==> src/rtl/cla_pipe_adder.sv <==
// cla_pipe_adder
//   Pipelined carry-lookahead adder/subtractor. The operand word is cut into
//   STAGES equal segments; pipeline stage k adds segment k using GROUP-bit
//   lookahead blocks with block-level lookahead across the segment. The carry
//   out of each segment is registered and feeds the next stage. Upper operand
//   bits and completed lower sum bits ride forward in delay registers.
//   A single global stall (adv) freezes the whole pipe when the consumer is
//   not taking a presented result. Bubbles are not compressed.
//
// Parameters
//   WIDTH   operand/result width, WIDTH % (STAGES*GROUP) == 0
//   GROUP   bits per lookahead block
//   STAGES  pipeline stages = segments = latency (1..8)
//
// Ports
//   Clk        clock, rising edge
//   Rst        synchronous reset, active high
//   In_Valid   A/B/Cin/Sub valid
//   In_Ready   block accepts input this cycle (combinational from Out_Ready)
//   A, B       operands
//   Cin        carry-in, ignored when Sub=1
//   Sub        1: S = A + ~B + 1, 0: S = A + B + Cin
//   Out_Valid  S/Cout(/Ovf) valid
//   Out_Ready  consumer accepts result
//   S          sum/difference mod 2^WIDTH
//   Cout       carry out of MSB (subtract: 1 = no borrow)
//   Ovf        signed overflow, present only when CLA_SIGNED_OVF_EN is defined
//
// Build option
//   CLA_SIGNED_OVF_EN : adds the Ovf port and its register.

module cla_pipe_adder #(
    parameter int WIDTH  = 32,
    parameter int GROUP  = 4,
    parameter int STAGES = 2
) (
    input  logic             Clk,
    input  logic             Rst,
    input  logic             In_Valid,
    output logic             In_Ready,
    input  logic [WIDTH-1:0] A,
    input  logic [WIDTH-1:0] B,
    input  logic             Cin,
    input  logic             Sub,
    output logic             Out_Valid,
    input  logic             Out_Ready,
    output logic [WIDTH-1:0] S,
    output logic             Cout
`ifdef CLA_SIGNED_OVF_EN
    ,
    output logic             Ovf
`endif
);

    localparam int SEG  = WIDTH / STAGES;
    localparam int NGRP = SEG / GROUP;

    if ((STAGES < 1) || (STAGES > 8) || ((WIDTH % (STAGES * GROUP)) != 0)) begin : g_bad_cfg
        $error("cla_pipe_adder: need 1<=STAGES<=8 and WIDTH %% (STAGES*GROUP) == 0");
    end

    // One segment add: returns {carry_out, sum}.
    // Group G/P are formed per GROUP-bit block; every block carry and every bit
    // carry is an independent sum-of-products of G/P terms and the segment
    // carry-in, so no carry ripples from one group into the next.
    function automatic logic [SEG:0] seg_add(input logic [SEG-1:0] a,
                                             input logic [SEG-1:0] b,
                                             input logic           ci);
        logic [SEG-1:0]  g;
        logic [SEG-1:0]  p;
        logic [SEG-1:0]  c;
        logic [NGRP-1:0] bg;
        logic [NGRP-1:0] bp;
        logic [NGRP:0]   bc;
        logic            t;
        g  = a & b;
        p  = a ^ b;
        c  = '0;
        bg = '0;
        bp = '1;
        bc = '0;
        for (int j = 0; j < NGRP; j++) begin
            for (int i = 0; i < GROUP; i++) begin
                bg[j] = g[j*GROUP+i] | (p[j*GROUP+i] & bg[j]);
                bp[j] = bp[j] & p[j*GROUP+i];
            end
        end
        bc[0] = ci;
        for (int j = 0; j < NGRP; j++) begin
            t = ci;
            for (int n = 0; n <= j; n++) t = t & bp[n];
            bc[j+1] = t;
            for (int m = 0; m <= j; m++) begin
                t = bg[m];
                for (int n = m + 1; n <= j; n++) t = t & bp[n];
                bc[j+1] = bc[j+1] | t;
            end
        end
        for (int j = 0; j < NGRP; j++) begin
            for (int i = 0; i < GROUP; i++) begin
                t = bc[j];
                for (int n = 0; n < i; n++) t = t & p[j*GROUP+n];
                c[j*GROUP+i] = t;
                for (int m = 0; m < i; m++) begin
                    t = g[j*GROUP+m];
                    for (int n = m + 1; n < i; n++) t = t & p[j*GROUP+n];
                    c[j*GROUP+i] = c[j*GROUP+i] | t;
                end
            end
        end
        return {bc[NGRP], p ^ c};
    endfunction

    logic              w_adv;
    logic [STAGES:0]   w_vld_pipe;
    logic [STAGES-1:0] r_vld_pipe;   // bit k: word in register after stage k

    // Stage inputs (w_*) and the register bank after each stage (r_*).
    logic [WIDTH-1:0]  w_a   [STAGES];
    logic [WIDTH-1:0]  w_b   [STAGES];   // already inverted for subtract
    logic [WIDTH-1:0]  w_sp  [STAGES];   // lower segments finished so far
    logic              w_c   [STAGES];
    logic [SEG:0]      w_res [STAGES];
    logic [WIDTH-1:0]  w_sn  [STAGES];
    logic [WIDTH-1:0]  r_a   [STAGES];
    logic [WIDTH-1:0]  r_b   [STAGES];
    logic [WIDTH-1:0]  r_s   [STAGES];
    logic              r_c   [STAGES];

    assign Out_Valid  = w_vld_pipe[STAGES];
    assign w_adv      = !Out_Valid || Out_Ready;
    assign In_Ready   = w_adv;
    assign w_vld_pipe = {r_vld_pipe, In_Valid};

    for (genvar k = 0; k < STAGES; k++) begin : g_stg
        localparam int LO = k * SEG;
        localparam logic [WIDTH-1:0] SEG_MASK = WIDTH'({SEG{1'b1}}) << LO;

        if (k == 0) begin : g_src
            // Inversion and forced carry are captured with the word here.
            assign w_a[k]  = A;
            assign w_b[k]  = Sub ? ~B : B;
            assign w_sp[k] = '0;
            assign w_c[k]  = Sub | Cin;
        end else begin : g_src
            assign w_a[k]  = r_a[k-1];
            assign w_b[k]  = r_b[k-1];
            assign w_sp[k] = r_s[k-1];
            assign w_c[k]  = r_c[k-1];
        end

        assign w_res[k] = seg_add(w_a[k][LO +: SEG], w_b[k][LO +: SEG], w_c[k]);
        assign w_sn[k]  = (w_sp[k] & ~SEG_MASK) | (WIDTH'(w_res[k][SEG-1:0]) << LO);
    end

    always_ff @(posedge Clk) begin
        if (Rst) begin
            r_vld_pipe <= '0;
            for (int k = 0; k < STAGES; k++) begin
                r_a[k] <= '0;
                r_b[k] <= '0;
                r_s[k] <= '0;
                r_c[k] <= 1'b0;
            end
        end else if (w_adv) begin
            r_vld_pipe <= w_vld_pipe[STAGES-1:0];
            for (int k = 0; k < STAGES; k++) begin
                r_a[k] <= w_a[k];
                r_b[k] <= w_b[k];
                r_s[k] <= w_sn[k];
                r_c[k] <= w_res[k][SEG];
            end
        end
    end

    assign S    = r_s[STAGES-1];
    assign Cout = r_c[STAGES-1];

`ifdef CLA_SIGNED_OVF_EN
    // Carry into the MSB is recovered as a^b^sum at that bit.
    logic w_ovf;
    logic r_ovf;
    assign w_ovf = w_a[STAGES-1][WIDTH-1] ^ w_b[STAGES-1][WIDTH-1]
                 ^ w_res[STAGES-1][SEG-1] ^ w_res[STAGES-1][SEG];

    always_ff @(posedge Clk) begin
        if (Rst)        r_ovf <= 1'b0;
        else if (w_adv) r_ovf <= w_ovf;
    end
    assign Ovf = r_ovf;
`endif

endmodule

==> config.mk <==
export PLATFORM = sky130hd
export DESIGN_NAME = cla_pipe_adder
export DESIGN_NICKNAME = d
export VERILOG_FILES = /design/src/rtl/cla_pipe_adder.sv
export SDC_FILE = /design/constraint.sdc
export NUM_CORES = 1
export LEC_CHECK = 0
export CORE_AREA = 2 2 98 100
export DETAILED_ROUTE_END_ITERATION = 8
export DIE_AREA = 0 0 100 102
export GPL_ROUTABILITY_DRIVEN = 0
export PLACE_DENSITY = 0.8
export SYNTH_ARGS = -nofsm -noshare
export SYNTH_HDL_FRONTEND = slang
export SYNTH_SLANG_ARGS = --single-unit
==> constraint.sdc <==
create_clock -name Clk -period 7.4 [get_ports Clk]
set_input_delay 0.74 -clock Clk [delete_from_list [all_inputs] [get_ports Clk]]
set_output_delay 0.74 -clock Clk [all_outputs]
set_load 0.1 [all_outputs]
==> reports/results.ini, run 1 <==
[logic_synthesis]
synth_largest_area_cell = edfxtp_1
synth_top_family_by_area = adder cells
synth-simple-area-share_pct = 12.2
synthesis.nets = 531
synth_cell_types = 32
synth_edf_count = 82
synth_compound_area_share_pct = 5.64
ys_seq_area_share_pct = 51.3
syn_area_per_cell_um2 = 11.8
netlist_instances = 413
synthArstFlopShare_pct = 0
yosys_warnings = 0
synth_mux_area_share_pct = 0
ys_top_cells_by_area = edfxtp_1 50%, ha_1 10%, xor2_1 5.2%, buf_4 5.1%, xnor2_1 4.8%
ys.flop_type = edfxtp_1
netlist_area_um2 = 4880
yosysTopAreaCellShare_pct = 50.5
synth_fa_ha_area_share_pct = 13.5
synthXorXnorAreaFrac_pct = 10.1
ys_ff_latch = 84

[cts]
clk_path_buf_depth = 2
postCtsSetupRepairBufs = 0
hold_buffers = 0
cts.sinks = 84
path_clk_slew_ns = 0.09
clock_latency_ns = 0.35
cts_tree = built
cts_buffers = 9
clockRootBuffer = clkbuf_8
htree_levels = 3
cts-resized-gates = 0

[worst_setup_path]
path_class = input pin to flop
path_cells = buf_2 -> xor2_1 -> ha_1 -> a21oi_1 -> o21ai_1 -> a31oi_2 -> nor2_1 -> or2_2 -> ha_1 -> o21ai_0 -> nand2b_1 -> a21oi_1 -> xor2_1 -> nor2_1
startpoint_type = input pin
cp-startpoint = Sub
worst-endpoint-required_ns = 7.48
path_max_fanout = 33
slowest_stage = buf_2
rr_worst_depth = 11
regToRegStartpoint = r_a[0][16]
arrival_ns = 3.85
endpoint_kind = flop
slowest_delay_ns = 0.71

[placement]
dp_cells = 585
dpl_cell_area_um2 = 5780
hpwl_mm = 6.38
numPortBuffers = 104

[detailed_routing]
vias_per_cell = 5.11
wl_mm = 8.80
wl_per_cell_um = 14.6
drtIter0Drc = 130
first_pass_iters = 4
drc = 0
vias = 3069
ant_nets = 0

[finish]
drive_above_1_share_pct = 4.49
area_growth_pct = 22.3
diodes = 0
post-route-cell-area_um2 = 5970
layoutNonFillerInstCount = 601
nets = 603

[global_route]
grt_max_degree = 83
grt_pass1_wl_mm = 14.1
globalRouteOverflowTotal = 0
grt_pass1_vias = 3171
grt_antenna_before_repair = 0
gr-usage-all-layers_pct = 18.0

[die]
io_pins = 105
die_y_um = 102
dieArea_um2 = 10200
start_util_pct = 53.6
fp.dieW_um = 100
core-area_um2 = 9110
row_count = 35

[pwr]
vdd_drop_max_mv = 0.0958
power_density_nw_per_um2 = 232
p_leak_nw = 2.51

[timing]
tns_ns = 0
timing.final.crit_share_pct = 51.0
setup_viol = 0
max_slew_margin_pct = 29.7
rsz0062_at_grt = no
fin_skew_ns = 0.0110
worst_slew_pin_slew_ns = 1.05
period_minus_slack_ns = 3.77
fmax_mhz = 265
hold_viol_final = 0
report.final.slew_viol_count = 0
hold_ws_ns = 0.466

[worst_hold_path]
min_delay_path_depth = 2
hp-start = r_vld_pipe[0]
hold_class = flop to flop

[run]
maxCapViolations = 0

[outcome]
status = complete, no violations

## metrics by stage
| step | power, mW | setup WS [ns] | utilization (%) |
|---|---|---|---|
| global route | 1.45 | 3.36 | 65.5 |
| finish | 1.38 | 3.63 | 65.5 |
| detailed placement | 1.08 | 3.24 | 63.5 |
| global placement | 1.07 | 3.46 | 63.5 |
| CTS | 1.39 | 3.63 | 65.5 |
| floorplan | 0.990 | 3.81 | - |
## where the power goes
group / switching [mW] / internal (mW) / total (mW)
Sequential: 0.0178 / 0.590 / 0.608
Clock: 0.157 / 0.157 / 0.314
Combinational: 0.306 / 0.157 / 0.463
## Yosys cell counts (2+ instances only)
cell and number:
edfxtp_1 82, nor2_1 53, ha_1 40, and2_1 35
buf_4 33, xor2_1 29, xnor2_1 27, a21oi_1 17
inv_1 15, o21ai_0 14, nand2b_1 12, fa_1 8
clkbuf_1 7, nand2_1 7, a21o_1 6, nand4_1 5
buf_2 4, a221oi_1 2, dfxtp_1 2, nor2b_1 2
o31ai_1 2
## placed cells by master, fill, tap and decap left out, types with 3 or more instances in the layout
cell type and count:
a21o_1 6, a21oi_1 17, and2_1 35, clkbuf_1 3, clkbuf_8 9, clkdlybuf4s50_1 103, edfxtp_1 82, fa_1 8
ha_1 40, inv_1 15, nand2_1 7, nand2b_1 10, nand4_1 5, nor2_1 52, o21ai_0 14, xnor2_1 27
xor2_1 29
## per-layer routing
| layer | global-route usage (%) | part of all wire [%] | vias to the layer above |
|---|---|---|---|
| li1 | - | - | 1515 |
| met1 | 19.0 | 38 | 1471 |
| met2 | 34.3 | 55 | 74 |
| met3 | 5.13 | 5.7 | 9 |
| met4 | 6.64 | 1.3 | 0 |
| met5 | 0 | 0 | - |
## layout make-up
cell class                      count  area [um^2]
Fill cell                         697         3140
Sequential cell                    84         2500
Multi-Input combinational cell    269         2040
Timing Repair Buffer              105         1040
Tap cell                          111          139
Clock buffer                       12          135
Inverter                           16         60.1
Clock inverter                      4         51.3
## flip-flops by register name, summed over array words and instances, names as in the netlist
register / count
r_a: 16
r_b: 16
r_c: 2
r_s: 48
r_vld_pipe: 2
## worst max-delay path, delay by kind of cell
| kind | cells | cell delay, ns |
|---|---|---|
| buffers and inverters | 1 | 0.71 |
| adder cells (fa/ha/maj) | 2 | 0.56 |
| AO/OA/AOI/OAI | 5 | 0.94 |
| XOR/XNOR | 2 | 0.32 |
| AND/OR/NAND/NOR | 4 | 0.55 |
## kinds of logic after synthesis
kind of cell               count (synthesis)
and+or+nand+nor                          119
AOI/OAI and AO/OA                         46
buffers and inverters                     60
DFF                                       84
xor gates and xnor gates                  56
adders and majority gates                 48
## worst paths after layout
kind / slack (ns) / endpoint
setup / recovery: 3.63 / r_s[0][11]
hold / removal: 0.47 / r_vld_pipe[0]
setup reg to reg: 4.47 / r_s[0][63]
hold reg to reg: 0.47 / r_vld_pipe[0]
Note: power is estimated with default switching activity, not from simulation.
==> run 2, diff against run 1 <==
==> config.mk (replaced) <==
export PLATFORM = sky130hd
export DESIGN_NAME = cla_pipe_adder
export DESIGN_NICKNAME = d
export VERILOG_FILES = /design/src/rtl/cla_pipe_adder.sv
export SDC_FILE = /design/constraint.sdc
export NUM_CORES = 1
export LEC_CHECK = 0
export CORE_AREA = 2 2 100 102
export DETAILED_ROUTE_END_ITERATION = 8
export DIE_AREA = 0 0 102 104
export GPL_ROUTABILITY_DRIVEN = 0
export PLACE_DENSITY = 0.77
export SYNTH_ARGS = -nofsm -noshare
export SYNTH_HDL_FRONTEND = slang
export SYNTH_SLANG_ARGS = --single-unit
==> constraint.sdc (replaced) <==
create_clock -name Clk -period 4 [get_ports Clk]
set_input_delay 0.4 -clock Clk [delete_from_list [all_inputs] [get_ports Clk]]
set_output_delay 0.4 -clock Clk [all_outputs]
set_load 0.1 [all_outputs]
==> run 2 against run 1 <==
Effect of this change:
- cell area grew 0.57%
- critical endpoint unchanged
- routed wire length is 4.5% lower
- largest cell class unchanged
- die area rose by 4.0%
- count of clock-buffer cells in the layout is 3 lower
- non-clock buffer count up 2
- final cell count increased by 4.0%
- sequential share of layout area decreased by 0.24 points
- via count down 1.8%
- largest power group unchanged
==> reports/results.ini, run 2 (synthesis results as in run 1) <==
[global_route]
grt_antenna_before_repair = 0
grt_pass1_wl_mm = 13.6
gr-usage-all-layers_pct = 16.4
grt_pass1_vias = 2989
grt_max_degree = 83
globalRouteOverflowTotal = 0

[die]
row_count = 36
core-area_um2 = 9550
io_pins = 105
fp.dieW_um = 102
die_y_um = 104
dieArea_um2 = 10600
start_util_pct = 51.1

[worst_setup_path]
worst-endpoint-required_ns = 4.08
path_max_fanout = 22
endpoint_kind = flop
slowest_stage = buf_2
crit_buf_inv = 1
path_class = input pin to flop
path_cells = buf_2 -> xor2_1 -> ha_1 -> a21oi_1 -> o21ai_1 -> a31oi_2 -> nor2_1 -> or2_2 -> ha_1 -> o21ai_0 -> nand2b_1 -> a21oi_1 -> xor2_1 -> nor2_1
slowest_delay_ns = 0.47
startpoint_type = input pin
arrival_ns = 3.21
cp_top_family = compound AO/OA/AOI/OAI gates

[finish]
diodes = 0
fillers = 772
final_cell_mix = 103 x clkdlybuf4s50_1, 82 x edfxtp_1, 52 x nor2_1, 40 x ha_1, 35 x and2_1
mostFrequentLayoutCell = clkdlybuf4s50_1
reg_top3 = r_s x48, r_a x16, r_b x16
drive_above_1_share_pct = 5.49
largest_reg_flops = 48
largest-register = r_s
area_growth_pct = 23.0
nets = 605

[pwr]
power_density_nw_per_um2 = 420
p_leak_nw = 2.51
p_total_mw = 2.52
vdd_drop_max_mv = 0.217

[timing]
hold_viol_final = 0
rsz0062_at_grt = no
fin_skew_ns = 0.0120
max_slew_margin_pct = 28.6
worst_slew_pin_slew_ns = 1.07
report.final.slew_viol_count = 0
setup_viol = 0
tns_ns = 0
timing.final.crit_share_pct = 78.3
final.setup.worst_slack_ns = 0.869
hold_ws_ns = 0.468
fmax_mhz = 319
period_minus_slack_ns = 3.13

[detailed_routing]
vias_per_cell = 4.82
first_pass_iters = 4
vias = 3015
wl_mm = 8.41
ant_nets = 0
drc = 0
drtIter0Drc = 85
wl_per_cell_um = 13.5

[cts]
clk_path_buf_depth = 2
path_clk_slew_ns = 0.09
clockRootBuffer = clkbuf_8
postCtsSetupRepairBufs = 0
clock_latency_ns = 0.35
cts_buffers = 9
cts-resized-gates = 0
htree_levels = 3
cts_tree = built
cts.sinks = 84
hold_buffers = 0

[placement]
numPortBuffers = 104
hpwl_mm = 6.14
pre_cts_ws_ns = 0.491

[run]
maxCapViolations = 0

[worst_hold_path]
hold_class = flop to flop

[outcome]
status = complete, no violations

## run 2: cell count changes in the layout (fill, tap and decap cells not counted), sizes merged
cell | previous run | this run
bufinv | 1 | 0
clkbuf | 12 | 9
clkinv | 2 | 4
buf | 2 | 4
clkinvlp | 1 | 3
## run 2: path summary, 6_finish.rpt
path / end / from / cells past startpoint / slack, ns
worst max-delay path: r_s[0][11] / Sub / 14 / 0.87
worst min-delay path: r_vld_pipe[0] / r_vld_pipe[0] / 2 / 0.47
worst max register to register: r_s[0][63] / r_a[0][16] / 11 / 1.06
worst min register to register: r_vld_pipe[0] / r_vld_pipe[0] / 2 / 0.47
## run 2: tightest hold or removal path, stage by stage (launching register included)
cell	delay (ns)
dfxtp_1	0.32
nand2_1	0.05
a21oi_1	0.05
## run 2: final cells by class
| class | instances | area, um^2 | share of cell area (%) |
|---|---|---|---|
| Clock inverter | 7 | 53.8 | 0.897 |
| Clock buffer | 9 | 124 | 2.06 |
| Timing Repair Buffer | 107 | 1060 | 17.6 |
| Inverter | 16 | 60.1 | 1.00 |
| Tap cell | 133 | 166 | 2.77 |
| Sequential cell | 84 | 2500 | 41.7 |
| Multi-Input combinational cell | 269 | 2040 | 33.9 |
## run 2: through the flow
step	cells	utilization, %	cell area, um^2
finish	625	62.8	6000
global route	625	62.8	6000
CTS	625	62.8	6000
detailed placement	609	61.0	5820
global placement	609	61.0	5820
floorplan	413	-	4880
## run 2: per-layer routing
layer	track usage (%)	vias up	wire (um)	share of wire (%)
li1	-	1525	-	-
met4	6.86	0	193	2.3
met2	30.1	77	4470	53
met3	2.42	15	294	3.5
met1	18.4	1398	3450	41
met5	0	-	0	0
## run 2: report_power, final
part | total [mW] | internal [mW] | switching [mW] | leakage (nW)
Sequential | 1.12 | 1.09 | 0.0315 | 0.969
Clock | 0.543 | 0.227 | 0.316 | 0.0814
Combinational | 0.855 | 0.290 | 0.565 | 1.46
Total | 2.52 | 1.61 | 0.913 | 2.51
==> run 3, diff against run 2 <==
==> config.mk (replaced) <==
export PLATFORM = sky130hd
export DESIGN_NAME = cla_pipe_adder
export DESIGN_NICKNAME = d
export VERILOG_FILES = /design/src/rtl/cla_pipe_adder.sv
export SDC_FILE = /design/constraint.sdc
export NUM_CORES = 1
export LEC_CHECK = 0
export CORE_AREA = 2 2 105 107
export DETAILED_ROUTE_END_ITERATION = 8
export DIE_AREA = 0 0 107 109
export GPL_ROUTABILITY_DRIVEN = 0
export PLACE_DENSITY = 0.73
export SYNTH_ARGS = -nofsm -noshare
export SYNTH_HDL_FRONTEND = slang
export SYNTH_SLANG_ARGS = --single-unit
==> constraint.sdc (replaced) <==
create_clock -name Clk -period 2.63 [get_ports Clk]
set_input_delay 0.263 -clock Clk [delete_from_list [all_inputs] [get_ports Clk]]
set_output_delay 0.263 -clock Clk [all_outputs]
set_load 0.1 [all_outputs]
==> run 3 against run 2 <==
Effect of this change:
- core utilization is 1.7 points lower
- non-clock buffer count is 44 higher
- flip-flop and latch count stayed put
- first-iteration DRC count is 8.2% lower
- global-route usage is 0.42 points lower
- count of clock-buffer cells in the layout is 3 higher
- register-to-register slack worse by 0.90 ns
- die area is 9.9% higher
- setup slack worse by 0.83 ns
- final cell count is 8.2% higher
- critical endpoint is now r_s[0][13]
- largest cell class unchanged
- largest power group unchanged
- highest routed layer unchanged
==> reports/results.ini, run 3 (synthesis results as in run 1) <==
[finish]
layoutNonFillerInstCount = 676
largest_reg_flops = 48
nets = 649
reg_top3 = r_s x48, r_a x16, r_b x16
final_cell_mix = 82 x edfxtp_1, 80 x buf_4, 63 x clkdlybuf4s50_1, 52 x nor2_1
drive_above_1_share_pct = 24.1
diodes = 0
area_growth_pct = 32.8
largest-register = r_s
fillers = 829
mostFrequentLayoutCell = edfxtp_1

[worst_hold_path]
min_to = r_vld_pipe[0]
hp-start = In_Valid
min_delay_path_depth = 3
hold_class = input pin to flop

[run]
maxCapViolations = 0

[worst_setup_path]
worst-endpoint-required_ns = 2.72
endpoint_kind = flop
regToRegStartpoint = r_b[0][25]
arrival_ns = 2.68
slowest_delay_ns = 0.38
path_max_fanout = 15
ff2ff_setup_slack_ns = 0.16
rr_worst_depth = 11
cp-startpoint = Sub
path_cells = buf_2 -> buf_12 -> xor2_1 -> ha_1 -> nand2_1 -> o21ai_1 -> a31oi_4 -> o31a_1 -> buf_4 -> buf_4 -> fa_1 -> xor2_1 -> nor2_1
startpoint_type = input pin
slowest_stage = fa_1
crit_buf_inv = 4
cp_top_family = adder cells
reg2reg_to = r_s[0][62]
path_class = input pin to flop

[timing]
fin_skew_ns = 0.00734
period_minus_slack_ns = 2.59
fmax_mhz = 386
max_slew_margin_pct = 71.0
timing.final.crit_share_pct = 98.5
setup_viol = 0
final.setup.worst_slack_ns = 0.0386
hold_viol_final = 0
worst_slew_pin_slew_ns = 0.435
report.final.slew_viol_count = 0

[detailed_routing]
drt-met1-wl_mm = 3.58
vias = 3253
first_pass_iters = 4
top_layer_used = met4
wl_mm = 9.15
met3_length_um = 547
met2_length_mm = 4.88
ant_nets = 0
drtIter0Drc = 78
wl_per_cell_um = 13.5
vias_per_cell = 4.81
drc = 0

[global_route]
grt_pass1_vias = 3280
grt_antenna_before_repair = 0
gr-usage-all-layers_pct = 15.9
globalRouteOverflowTotal = 0
grt_max_degree = 32
grt_pass1_wl_mm = 14.4

[outcome]
status = complete, no violations

[cts]
clk_path_buf_depth = 2
path_clk_slew_ns = 0.08
clock_latency_ns = 0.35
cts_tree = built
cts.sinks = 84
htree_levels = 3
cts_buffers = 9
hold_buffers = 0
clockRootBuffer = clkbuf_8

[die]
core-area_um2 = 10600
fp.dieW_um = 107
die_y_um = 109
row_count = 38
start_util_pct = 46.0
io_pins = 105
dieArea_um2 = 11700

[pwr]
p_leak_nw = 2.90
power_density_nw_per_um2 = 660
vdd_drop_max_mv = 0.309

[placement]
dp_cells = 654
pre_cts_ws_ns = -0.349
numPortBuffers = 104
hpwl_mm = 6.81

-- run 3: worst max-delay path by stage --
stage / to / depth (start not counted)
floorplan: r_s[0][15] / 15
global placement: r_s[0][15] / 14
detailed placement: r_s[0][11] / 14
CTS: r_s[0][11] / 14
global route: r_s[0][13] / 13
finish: r_s[0][13] / 13
-- run 3: tightest hold or removal path, cell delays in order --
cell	delay, ns
clkdlybuf4s50_1	0.40
nand2_1	0.05
a21oi_1	0.07
-- run 3: layout make-up --
type	count	area, um^2	area share (%)
Clock buffer	12	155	2.39
Clock inverter	4	95.1	1.47
Inverter	16	60.1	0.926
Multi-Input combinational cell	269	2150	33.2
Sequential cell	84	2500	38.6
Tap cell	140	175	2.70
Timing Repair Buffer	151	1340	20.7
-- run 3: report_power, final --
part           leakage (nW)  internal [mW]  switching [mW]  total, mW
Clock                 0.127          0.682           0.449       1.13
Sequential            0.969           1.66          0.0522       1.71
Combinational          1.80          0.534           0.905       1.44
Total                  2.90           2.88            1.41       4.28
-- run 3: repair_timing --
action / in CTS / in global routing
resized for setup: 6 / 24
endpoints found under the setup margin: 4 / 12
setup buffers: 0 / 6
pin swaps: 1 / 33
hold endpoints to repair: 0 / 0
-- run 3: stage by stage --
step	hold WS (ns)	cell area [um^2]	power, mW	TNS, ns	util (%)
final	0.485	6480	4.28	0	61.1
after global routing	0.508	6480	4.48	-0.104	61.1
after CTS	0.460	6350	4.27	0	59.9
after detailed placement	0.460	6070	3.13	-2.45	57.3
after global placement	0.442	6070	3.10	-1.56	57.3
after floorplan	0.328	4940	2.80	-0.115	-
-- run 3: routing by layer --
layer  GRT usage (%)  vias to the layer above
li1                -                     1611
met1            18.0                     1548
met2            29.6                       80
met3            3.35                       14
met4            6.12                        0
met5               0                        -
